==> config.mk <==
export PLATFORM = sky130hd
export DESIGN_NAME = capture_packet_tx
export DESIGN_NICKNAME = d
export VERILOG_FILES = /design/src/rtl/capture_packet_tx.sv
export SDC_FILE = /design/constraint.sdc
export NUM_CORES = 1
export LEC_CHECK = 0
export CORE_UTILIZATION = 50
export DETAILED_ROUTE_END_ITERATION = 16
export GPL_ROUTABILITY_DRIVEN = 0
export PLACE_DENSITY = 0.71
export SYNTH_ARGS = -nofsm -noshare
export SYNTH_HDL_FRONTEND = slang
export SYNTH_SLANG_ARGS = --single-unit
export TNS_END_PERCENT = 50
==> constraint.sdc <==
create_clock -name clk -period 6.9 [get_ports clk]
set_input_delay 1.035 -clock clk [delete_from_list [all_inputs] [get_ports clk]]
set_output_delay 1.035 -clock clk [all_outputs]
set_load 0.005 [all_outputs]
==> src/rtl/capture_packet_tx.sv <==
// Drains 16-bit words from the capture transfer FIFO and frames them into a
// byte packet (header, payload, count, checksum, footer) for the UART.
`timescale 1ns/1ps
module capture_packet_tx #(
    parameter int         MAX_WORDS     = 128,
    parameter int         EMPTY_TIMEOUT = 16,
    parameter logic [7:0] HEADER_BYTE   = 8'hA5,
    parameter logic [7:0] FOOTER_BYTE   = 8'h5A
) (
    input  logic        clk,
    input  logic        rst,
    input  logic        dataReadyToRead,
    input  logic        dataValid,
    input  logic [15:0] dataOut,
    output logic        dataRead,
    output logic        readyToTransmit,
    input  logic        txBusy,
    output logic        txStart,
    output logic [7:0]  txData,
    output logic        packetActive
);

    typedef enum logic [9:0] {
        IDLE       = 10'b00_0000_0001,
        HDR        = 10'b00_0000_0010,
        FETCH      = 10'b00_0000_0100,
        WAIT_VALID = 10'b00_0000_1000,
        SEND_HI    = 10'b00_0001_0000,
        SEND_LO    = 10'b00_0010_0000,
        GAP        = 10'b00_0100_0000,
        SEND_CNT   = 10'b00_1000_0000,
        SEND_SUM   = 10'b01_0000_0000,
        SEND_FTR   = 10'b10_0000_0000
    } state_t;

    state_t      state_reg;
    logic [1:0]  phase_reg;
    logic [15:0] word_reg;
    logic [7:0]  count_reg;
    logic [7:0]  gap_reg;
    logic [7:0]  sum_reg;
    logic        read_reg;
    logic        ready_reg;
    logic        start_reg;
    logic [7:0]  data_reg;
    logic        active_reg;

    logic [7:0]  tx_byte;
    logic        is_send;
    logic        accept;
    logic [7:0]  count_inc;

    assign dataRead        = read_reg;
    assign readyToTransmit = ready_reg;
    assign txStart         = start_reg;
    assign txData          = data_reg;
    assign packetActive    = active_reg;

    always_comb begin
        tx_byte = 8'h00;
        is_send = 1'b1;
        case (state_reg)
            HDR:      tx_byte = HEADER_BYTE;
            SEND_HI:  tx_byte = word_reg[15:8];
            SEND_LO:  tx_byte = word_reg[7:0];
            SEND_CNT: tx_byte = count_reg;
            SEND_SUM: tx_byte = sum_reg;
            SEND_FTR: tx_byte = FOOTER_BYTE;
            default:  is_send = 1'b0;
        endcase
    end

    // Phase 0: wait idle and pulse; 1: UART still latching, busy ignored; 2: wait done.
    assign accept    = is_send && (phase_reg == 2'd2) && !txBusy;
    assign count_inc = count_reg + 8'd1;

    always_ff @(posedge clk) begin
        if (rst) begin
            state_reg  <= IDLE;
            phase_reg  <= 2'd0;
            word_reg   <= 16'h0000;
            count_reg  <= 8'h00;
            gap_reg    <= 8'h00;
            sum_reg    <= 8'h00;
            read_reg   <= 1'b0;
            ready_reg  <= 1'b0;
            start_reg  <= 1'b0;
            data_reg   <= 8'h00;
            active_reg <= 1'b0;
        end else begin
            read_reg  <= 1'b0;
            start_reg <= 1'b0;

            if (is_send) begin
                case (phase_reg)
                    2'd0: if (!txBusy) begin
                        start_reg <= 1'b1;
                        data_reg  <= tx_byte;
                        phase_reg <= 2'd1;
                    end
                    2'd1: phase_reg <= 2'd2;
                    default: if (!txBusy) phase_reg <= 2'd0;
                endcase
            end

            case (state_reg)
                IDLE: begin
                    ready_reg <= 1'b1;
                    if (dataReadyToRead && !txBusy) begin
                        state_reg  <= HDR;
                        ready_reg  <= 1'b0;
                        active_reg <= 1'b1;
                        count_reg  <= 8'h00;
                        gap_reg    <= 8'h00;
                        sum_reg    <= 8'h00;
                    end
                end
                HDR: if (accept) state_reg <= FETCH;
                FETCH: begin
                    read_reg  <= 1'b1;
                    state_reg <= WAIT_VALID;
                end
                WAIT_VALID: if (dataValid) begin
                    word_reg  <= dataOut;
                    state_reg <= SEND_HI;
                end
                SEND_HI: if (accept) begin
                    sum_reg   <= sum_reg + tx_byte;
                    state_reg <= SEND_LO;
                end
                SEND_LO: if (accept) begin
                    sum_reg   <= sum_reg + tx_byte;
                    count_reg <= count_inc;
                    gap_reg   <= 8'h00;
                    if (count_inc == 8'(MAX_WORDS))
                        state_reg <= SEND_CNT;
                    else if (dataReadyToRead)
                        state_reg <= FETCH;
                    else
                        state_reg <= GAP;
                end
                GAP: begin
                    // An expired timeout wins over data arriving in the same cycle.
                    if (gap_reg == 8'(EMPTY_TIMEOUT)) begin
                        state_reg <= SEND_CNT;
                    end else if (dataReadyToRead) begin
                        state_reg <= FETCH;
                        gap_reg   <= 8'h00;
                    end else begin
                        gap_reg <= gap_reg + 8'd1;
                    end
                end
                SEND_CNT: if (accept) begin
                    sum_reg   <= sum_reg + tx_byte;
                    state_reg <= SEND_SUM;
                end
                SEND_SUM: if (accept) state_reg <= SEND_FTR;
                SEND_FTR: if (accept) begin
                    state_reg  <= IDLE;
                    active_reg <= 1'b0;
                    ready_reg  <= 1'b1;
                end
                default: state_reg <= IDLE;
            endcase
        end
    end

endmodule

==> flow_summary.ini, run 1 <==
[drt]
drcViolationCount = 0
num_vias = 3310
drt_wl_total_um = 8450
wl_per_cell_um = 15.1
drtIter0Drc = 243
vias_per_cell = 5.92
ant_nets = 0
firstDrtPassIters = 4

[layout]
largest_reg_flops = 16
finish.net_count = 492
stdcell_area_um2 = 4110
synthToLayoutAreaGrowth_pct = 14.2
drive_gt1_share_pct = 5.62
diodes = 0

[clock_tree]
cts_buffer_depth = 2
post-cts-setup-buffers = 0
hold_buffers = 0
cts_resized = 0
cts_tree = yes
clkTransAtPathRegs_ns = 0.07
cts.sinks = 64
cts_buffers = 9
htree_levels = 3
clock_latency_ns = 0.34
cts-root-buf = clkbuf_8

[sta]
hold_viol_final = 0
holdWs_ns = 0.461
slew_headroom_pct = 32.9
tightest_slew_ns = 1.00
rsz0062_at_grt = no
max_freq_mhz = 291
drv_slew = 0
skew_ns = 0.00561
period_needed_ns = 3.43
fin_crit_sh_pct = 49.8
setup_violations = 0
tns_ns = 0
layout_setup_ws_ns = 3.47

[worst_setup_path]
ff2ff_path_depth = 12
critical_path_arrival_ns = 3.72
cp_max_fo = 14
cp-start-kind = flop
slowest_delay_ns = 0.74
criticalPathCategory = flop to flop
reg2reg_slack_ns = 3.47
r2r_end = sum_reg[7]$_SDFFE_PP0P_
crit_path_top_delay_cell = nor4_2
crit_chain = nor4_2, nand3_1, o21ai_0, a21oi_1, nand2_1, ha_1, a21oi_1, o2111a_1, or3_1, nor3_1, nor3_1, nor2_1
timing.rr.start = state_reg[4]$_SDFFE_PP0P_
worstPathRequired_ns = 7.18
cp-end-kind = flop

[synthesis]
syn_nets = 471
postSynth.asyncResetShare_pct = 0
syn_avg_cell_area_um2 = 8.19
synth_area_um2 = 3590
syn_inst = 439
synthTopCellsByCount = 64 x dfxtp_1, 45 x nor2_1, 37 x nand2_1
ys_seq_area_share_pct = 35.7
synth_area_leaders = dfxtp_1 36%, mux2i_1 4.7%, nor2_1 4.7%
synth_top_area_share_pct = 35.7
yosysWarnings = 0
synth_flop_cell = dfxtp_1
synth_edf_count = 0
synth_cell_type_count = 63
synth_top_cell_by_area = dfxtp_1
synth-seq-cells = 64
synth_most_common_cell = dfxtp_1

[floorplanning]
die_width_um = 86.8
core_um2 = 6870
die_h_um = 86.8
dieArea_um2 = 7530
std_cell_rows = 30
start_util_pct = 52.3
top_level_ports = 33

[grt]
grt_pass1_vias = 3086
overflow = 0
antenna_found_initial = 0
grt_usage_pct = 24.7
grt_max_degree = 56
grt_pass1_wl_um = 14500

[place]
port_buffers = 32
dpl_cell_area_um2 = 3950
hpwl_um = 6200
pre_cts_slack_ns = 3.41

[run_status]
status = completed

[power_and_ir_drop]
power_density_nw_per_um2 = 227
ir_drop_v = 0.000110
design_power_total_mw = 0.932
p_leak_nw = 1.54

[run]
drv_cap = 0

[hold_path]
hp-class = flop to flop
hold_path_depth = 2
hp-start = txData[7]$_SDFFE_PP0P_
hold_path_end = txData[7]$_SDFFE_PP0P_
## worst max path at each step
stage	endpoint	start	depth (start not counted)	slack, ns
finish	sum_reg[7]$_SDFFE_PP0P_	state_reg[4]$_SDFFE_PP0P_	12	3.47
global route	sum_reg[7]$_SDFFE_PP0P_	state_reg[5]$_SDFFE_PP0P_	12	3.11
CTS	sum_reg[7]$_SDFFE_PP0P_	state_reg[4]$_SDFFE_PP0P_	12	3.51
global placement	gap_reg[2]$_SDFFE_PP0P_	txBusy	7	3.48
floorplan	sum_reg[7]$_SDFFE_PP0P_	state_reg[0]$_SDFFE_PP1P_	12	3.93
detailed placement	gap_reg[2]$_SDFFE_PP0P_	txBusy	7	3.41
## cells in the final DEF (no fill, tap or decap), drive strengths merged, types with 7 or more instances in the layout
master         instances
nand3                 16
nor3                  27
clkbuf                13
inv                    8
nand2b                 9
ha                    10
a21oi                 32
dfxtp                 64
o21ai                 27
nand2                 37
mux2i                 17
nor2                  45
nor2b                 13
a211oi                 7
nor4                   8
clkdlybuf4s50         31
## cell families (layout without fill, tap and decap cells)
group	count (synthesis)	after routing	synth area share, %
AO/OA/AOI/OAI	110	110	20.6
flip-flops	64	64	35.7
buffers and inverters	32	56	3.59
XOR/XNOR	9	9	2.19
adder cells (fa/ha/maj)	11	11	4.04
AND/OR/NAND/NOR	196	196	29.2
multiplexers	17	17	4.74
## where the power goes
part	internal, mW	total, mW	switching, mW
Clock	0.136	0.271	0.135
Combinational	0.0993	0.254	0.154
Sequential	0.385	0.407	0.0218
Total	0.621	0.932	0.311
## through the flow
step / util, % / cells
finish: 59.8 / 559
global route: 59.8 / 559
global placement: 57.5 / 545
detailed placement: 57.5 / 545
floorplan: - / 439
CTS: 59.8 / 559
## per-layer routing
layer  wire length, um  global-route usage, %  up-vias
li1                  -                      -     1661
met1              4040                   33.0     1547
met2              3830                   39.8       88
met3               451                   4.86       14
met4               128                   8.79        0
met5                 0                      0        -
## cell type report
cell class | instances | area, um2
multi-input combinational | 343 | 2190
clock buffer | 13 | 149
inverter | 8 | 30.0
fill | 615 | 2760
timing repair buffer | 34 | 330
sequential | 64 | 1280
tap | 96 | 120
clock inverter | 1 | 5.00
## worst max-delay path: cells and delay by family (launching register included)
kind	cells	cell delay [ns]
simple gates	7	2.06
compound gates	4	0.67
flops	1	0.45
fa+ha+maj	1	0.18
No activity file was read; power rests on OpenSTA's default activity.
==> inputs of run 2 (changes only) <==
==> constraint.sdc (replaced) <==
create_clock -name clk -period 3.6 [get_ports clk]
set_input_delay 0.54 -clock clk [delete_from_list [all_inputs] [get_ports clk]]
set_output_delay 0.54 -clock clk [all_outputs]
set_load 0.005 [all_outputs]
==> run 2 against run 1 <==
Via count is 0.51% higher; core utilization is 0.97 points higher; power is 97% higher; wire length is 2.2% higher; register-to-register slack worse by 3.2 ns; flip-flop and latch count stayed put; clock power is 96% higher; critical path type unchanged; highest routed layer unchanged.
==> flow_summary.ini, run 2 (synthesized netlist as in run 1, its figures left out) <==
[run]
drv_cap = 0

[grt]
grt_usage_pct = 24.9
grt_pass1_vias = 3077
grt_pass1_wl_um = 14500
gr-usage-met2_pct = 40.3
overflow = 0
use_met1_pct = 33.1
grt-busiest-layer = met2
use_met3_pct = 4.10
antenna_found_initial = 0
grt_max_degree = 36

[sta]
setup_violations = 0
tns_ns = 0
period_needed_ns = 3.29
rsz0062_at_grt = no
skew_ns = 0.0104
hold_viol_final = 0
max_freq_mhz = 304
tightest_slew_ns = 0.949
drv_slew = 0
fin_crit_sh_pct = 91.5
slew_headroom_pct = 35.1

[floorplanning]
std_cell_rows = 30
die_h_um = 86.8
top_level_ports = 33
start_util_pct = 52.3
dieArea_um2 = 7530
core_um2 = 6870
die_width_um = 86.8

[clock_tree]
cts_resized = 0
hold_buffers = 0
clkTransAtPathRegs_ns = 0.07
cts.sinks = 64
clock_latency_ns = 0.35
cts_buffer_depth = 2
cts-root-buf = clkbuf_8
cts_tree = yes
cts_buffers = 9
post-cts-setup-buffers = 0
htree_levels = 3

[worst_setup_path]
critical_path_arrival_ns = 3.58
cp-start-kind = flop
cp_max_fo = 7
worstPathRequired_ns = 3.89
criticalPathCategory = flop to flop
cp-end-kind = flop

[drt]
firstDrtPassIters = 5
drtIter0Drc = 173
wl_per_cell_um = 15.2
num_vias = 3327
ant_nets = 0
vias_per_cell = 5.87
drt_wl_total_um = 8640
drcViolationCount = 0

[place]
dp_cells = 553
hpwl_um = 6340
port_buffers = 32

[power_and_ir_drop]
ir_drop_v = 0.000225
power_density_nw_per_um2 = 439
p_leak_nw = 1.58
design_power_total_mw = 1.83

[layout]
final_cell_mix = 64 x dfxtp_1, 45 x nor2_1, 37 x nand2_1, 32 x a21oi_1, 31 x clkdlybuf4s50_1
finish.net_count = 500
fill_cells = 644
largest_reg_flops = 16
diodes = 0
drive_gt1_share_pct = 7.86
stdcell_count = 567
synthToLayoutAreaGrowth_pct = 16.1
mostFrequentLayoutCell = dfxtp_1

[run_status]
status = completed

[hold_path]
hp-class = flop to flop
[run 2: cell count changes in the layout (fill, tap and decap cells not counted)]
cell | previous run | this run
clkinv_2 | 1 | 3
clkinvlp_4 | 0 | 1
clkbuf_1 | 3 | 0
buf_4 | 2 | 10
[run 2: area by class of cell]
class	instances	area, um2	area share, %
multi-input cells	343	2190	52.5
inverters	8	30.0	0.720
repair buffers	42	390	9.36
well taps	96	120	2.88
flip-flops and latches	64	1280	30.7
clock buffers	10	138	3.30
clock inverters	4	22.5	0.540
[run 2: path summary, 6_finish.rpt]
check / start / to / slack [ns] / cells after the start
worst max-delay path: state_reg[0]$_SDFFE_PP1P_ / sum_reg[7]$_SDFFE_PP0P_ / 0.31 / 11
worst min-delay path: txData[7]$_SDFFE_PP0P_ / txData[7]$_SDFFE_PP0P_ / 0.47 / 2
worst max register to register: state_reg[0]$_SDFFE_PP1P_ / sum_reg[7]$_SDFFE_PP0P_ / 0.31 / 11
worst min register to register: txData[7]$_SDFFE_PP0P_ / txData[7]$_SDFFE_PP0P_ / 0.47 / 2
[run 2: through the flow]
step	setup WS, ns	hold WS, ns	cell area (um2)	util (%)
2_1_floorplan	0.626	0.445	3590	-
3_3_place_gp	0.539	0.444	4010	58.4
3_5_place_dp	0.382	0.467	4010	58.4
4_1_cts	0.344	0.476	4170	60.7
5_1_grt	0.155	0.492	4170	60.7
6_report	0.307	0.465	4170	60.7
[run 2: report_power, final]
part	switching (mW)	internal [mW]	leakage (nW)
logic	0.303	0.218	0.977
registers	0.0408	0.738	0.516
clock network	0.275	0.257	0.0838
[run 2: layer usage]
layer / vias to the layer above / wire length (um) / part of all wire [%]
met5: - / 0 / 0
met4: 0 / 131 / 1.5
met3: 10 / 408 / 4.7
met2: 97 / 4010 / 46
met1: 1549 / 4090 / 47
li1: 1671 / - / -
[run 2: worst max-delay path, stage by stage (launching register included)]
cell	delay, ns
dfxtp_1	0.34
or4_1	0.68
or3_1	0.45
o21ai_0	0.25
a211o_1	0.17
ha_1	0.21
nand3_1	0.11
o2111a_1	0.25
or3_1	0.40
nor3_1	0.20
nor4b_1	0.08
nor2_1	0.08
==> inputs of run 3 (changes only) <==
--- a/config.mk
+++ b/config.mk
@@ -5,10 +5,12 @@
 export SDC_FILE = /design/constraint.sdc
 export NUM_CORES = 1
 export LEC_CHECK = 0
-export CORE_UTILIZATION = 50
+export CELL_PAD_IN_SITES_DETAIL_PLACEMENT = 0
+export CELL_PAD_IN_SITES_GLOBAL_PLACEMENT = 1
+export CORE_UTILIZATION = 43
 export DETAILED_ROUTE_END_ITERATION = 16
 export GPL_ROUTABILITY_DRIVEN = 0
-export PLACE_DENSITY = 0.71
+export PLACE_DENSITY_LB_ADDON = 0.1
 export SYNTH_ARGS = -nofsm -noshare
 export SYNTH_HDL_FRONTEND = slang
 export SYNTH_SLANG_ARGS = --single-unit
==> run 3 against run 2 <==
Die area rose by 16%; clock power rose by 26%; non-clock buffer count rose by 2; critical endpoint unchanged.
==> flow_summary.ini, run 3 (synthesized netlist as in run 1, its figures left out) <==
[clock_tree]
htree_levels = 3
cts.sinks = 64
cts_buffer_depth = 2
clkTransAtPathRegs_ns = 0.07
cts_resized = 0
cts-root-buf = clkbuf_8
cts_buffers = 9
cts_tree = yes
hold_buffers = 0
clock_latency_ns = 0.34
post-cts-setup-buffers = 0

[layout]
fill_cells = 767
finish.net_count = 502
drive_gt1_share_pct = 8.42
stdcell_area_um2 = 4250
final_cell_mix = 64 x dfxtp_1, 45 x nor2_1, 37 x nand2_1, 32 x a21oi_1, 31 x clkdlybuf4s50_1
multiInputGateArea_um2 = 2190
synthToLayoutAreaGrowth_pct = 18.3
largest_reg_flops = 16
diodes = 0
seqCellArea_um2 = 1280
mostFrequentLayoutCell = dfxtp_1

[power_and_ir_drop]
p_leak_nw = 1.62
power_density_nw_per_um2 = 469
ir_drop_v = 0.000251

[floorplanning]
die_h_um = 93.4
dieArea_um2 = 8730
core_um2 = 7890
top_level_ports = 33
start_util_pct = 45.6
die_width_um = 93.4
std_cell_rows = 32

[worst_setup_path]
ff2ff_path_depth = 11
crit_chain = or4_1, or3_1, o21ai_0, a211o_1, ha_1, nand3_1, o2111a_1, or3_1, nor3_1, nor4b_1, nor2_1
r2r_end = sum_reg[7]$_SDFFE_PP0P_
cp-end-kind = flop
crit_family = simple AND/OR/NAND/NOR gates
cp_max_fo = 7
crit_cells = 11
worstPathRequired_ns = 3.89
slowest_delay_ns = 0.70
timing.rr.start = state_reg[0]$_SDFFE_PP1P_
path_buf_inv = 0
cp-start-kind = flop
crit_path_top_delay_cell = or4_1
criticalPathCategory = flop to flop
reg2reg_slack_ns = 0.29
critical_path_arrival_ns = 3.60
crit_end = sum_reg[7]$_SDFFE_PP0P_
critPathMostFrequentCell = or3_1
worstSetupStartpoint = state_reg[0]$_SDFFE_PP1P_

[grt]
grt_usage_pct = 23.1
antenna_found_initial = 0
grt_max_degree = 54
grt_pass1_wl_um = 15600
overflow = 0
grt_pass1_vias = 3074

[sta]
tightest_slew_ns = 0.917
setup_violations = 0
slew_headroom_pct = 37.3
drv_slew = 0
max_freq_mhz = 302
hold_viol_final = 0
rsz0062_at_grt = no
period_needed_ns = 3.31
fin_crit_sh_pct = 92.0
skew_ns = 0.00540
tns_ns = 0

[drt]
num_vias = 3294
drcViolationCount = 0
vias_per_cell = 5.71
firstDrtPassIters = 6
drt_wl_total_um = 9210
wl_per_cell_um = 16.0
drtIter0Drc = 143
ant_nets = 0

[place]
dpl_cell_area_um2 = 4030
port_buffers = 32
hpwl_um = 6620

[hold_path]
hp-class = flop to flop

[run_status]
status = completed

[run]
drv_cap = 0
## run 3: final cells by class
class / instances / area share, %
multi-input combinational: 343 / 51.5
clock inverter: 2 / 0.824
timing repair buffer: 44 / 9.54
sequential: 64 / 30.1
tap: 102 / 3.00
clock buffer: 14 / 4.30
inverter: 8 / 0.706
## run 3: per-stage QoR
step | setup slack (ns) | hold WS, ns | util [%] | instances | power, mW
CTS | 0.315 | 0.466 | 53.9 | 577 | 2.00
floorplan | 0.626 | 0.445 | - | 439 | 1.14
global placement | 0.516 | 0.444 | 51.1 | 561 | 1.33
finish | 0.287 | 0.460 | 53.9 | 577 | 1.99
detailed placement | 0.350 | 0.458 | 51.1 | 561 | 1.33
global route | 0.0523 | 0.493 | 53.9 | 577 | 2.10
## run 3: worst min-delay path by stage
| stage | from | endpoint | depth (start not counted) | slack, ns |
|---|---|---|---|---|
| 6_report | txData[7]$_SDFFE_PP0P_ | txData[7]$_SDFFE_PP0P_ | 2 | 0.46 |
| 2_1_floorplan | phase_reg[0]$_SDFFE_PP0P_ | phase_reg[1]$_SDFFE_PP0P_ | 2 | 0.45 |
| 5_1_grt | rst | state_reg[0]$_SDFFE_PP1P_ | 3 | 0.49 |
| 3_5_place_dp | txData[7]$_SDFFE_PP0P_ | txData[7]$_SDFFE_PP0P_ | 2 | 0.46 |
| 4_1_cts | rst | state_reg[0]$_SDFFE_PP1P_ | 3 | 0.47 |
| 3_3_place_gp | txData[7]$_SDFFE_PP0P_ | txData[7]$_SDFFE_PP0P_ | 2 | 0.44 |
## run 3: where the power goes
group	switching (mW)	total (mW)	internal (mW)
logic	0.324	0.550	0.226
clock network	0.275	0.669	0.395
registers	0.0346	0.773	0.738
## run 3: layer usage
layer,GRT usage (%),share of wire [%]
met1,31.4,50
met3,5.61,3.5
met4,6.67,1.2
met5,0,0
met2,36.3,46
## run 3: worst min-delay path, delay by kind of cell, from the launching register on
| family | cells | cell delay, ns |
|---|---|---|
| AND/OR/NAND/NOR | 1 | 0.05 |
| AO/OA/AOI/OAI | 1 | 0.06 |
| flip-flops | 1 | 0.31 |
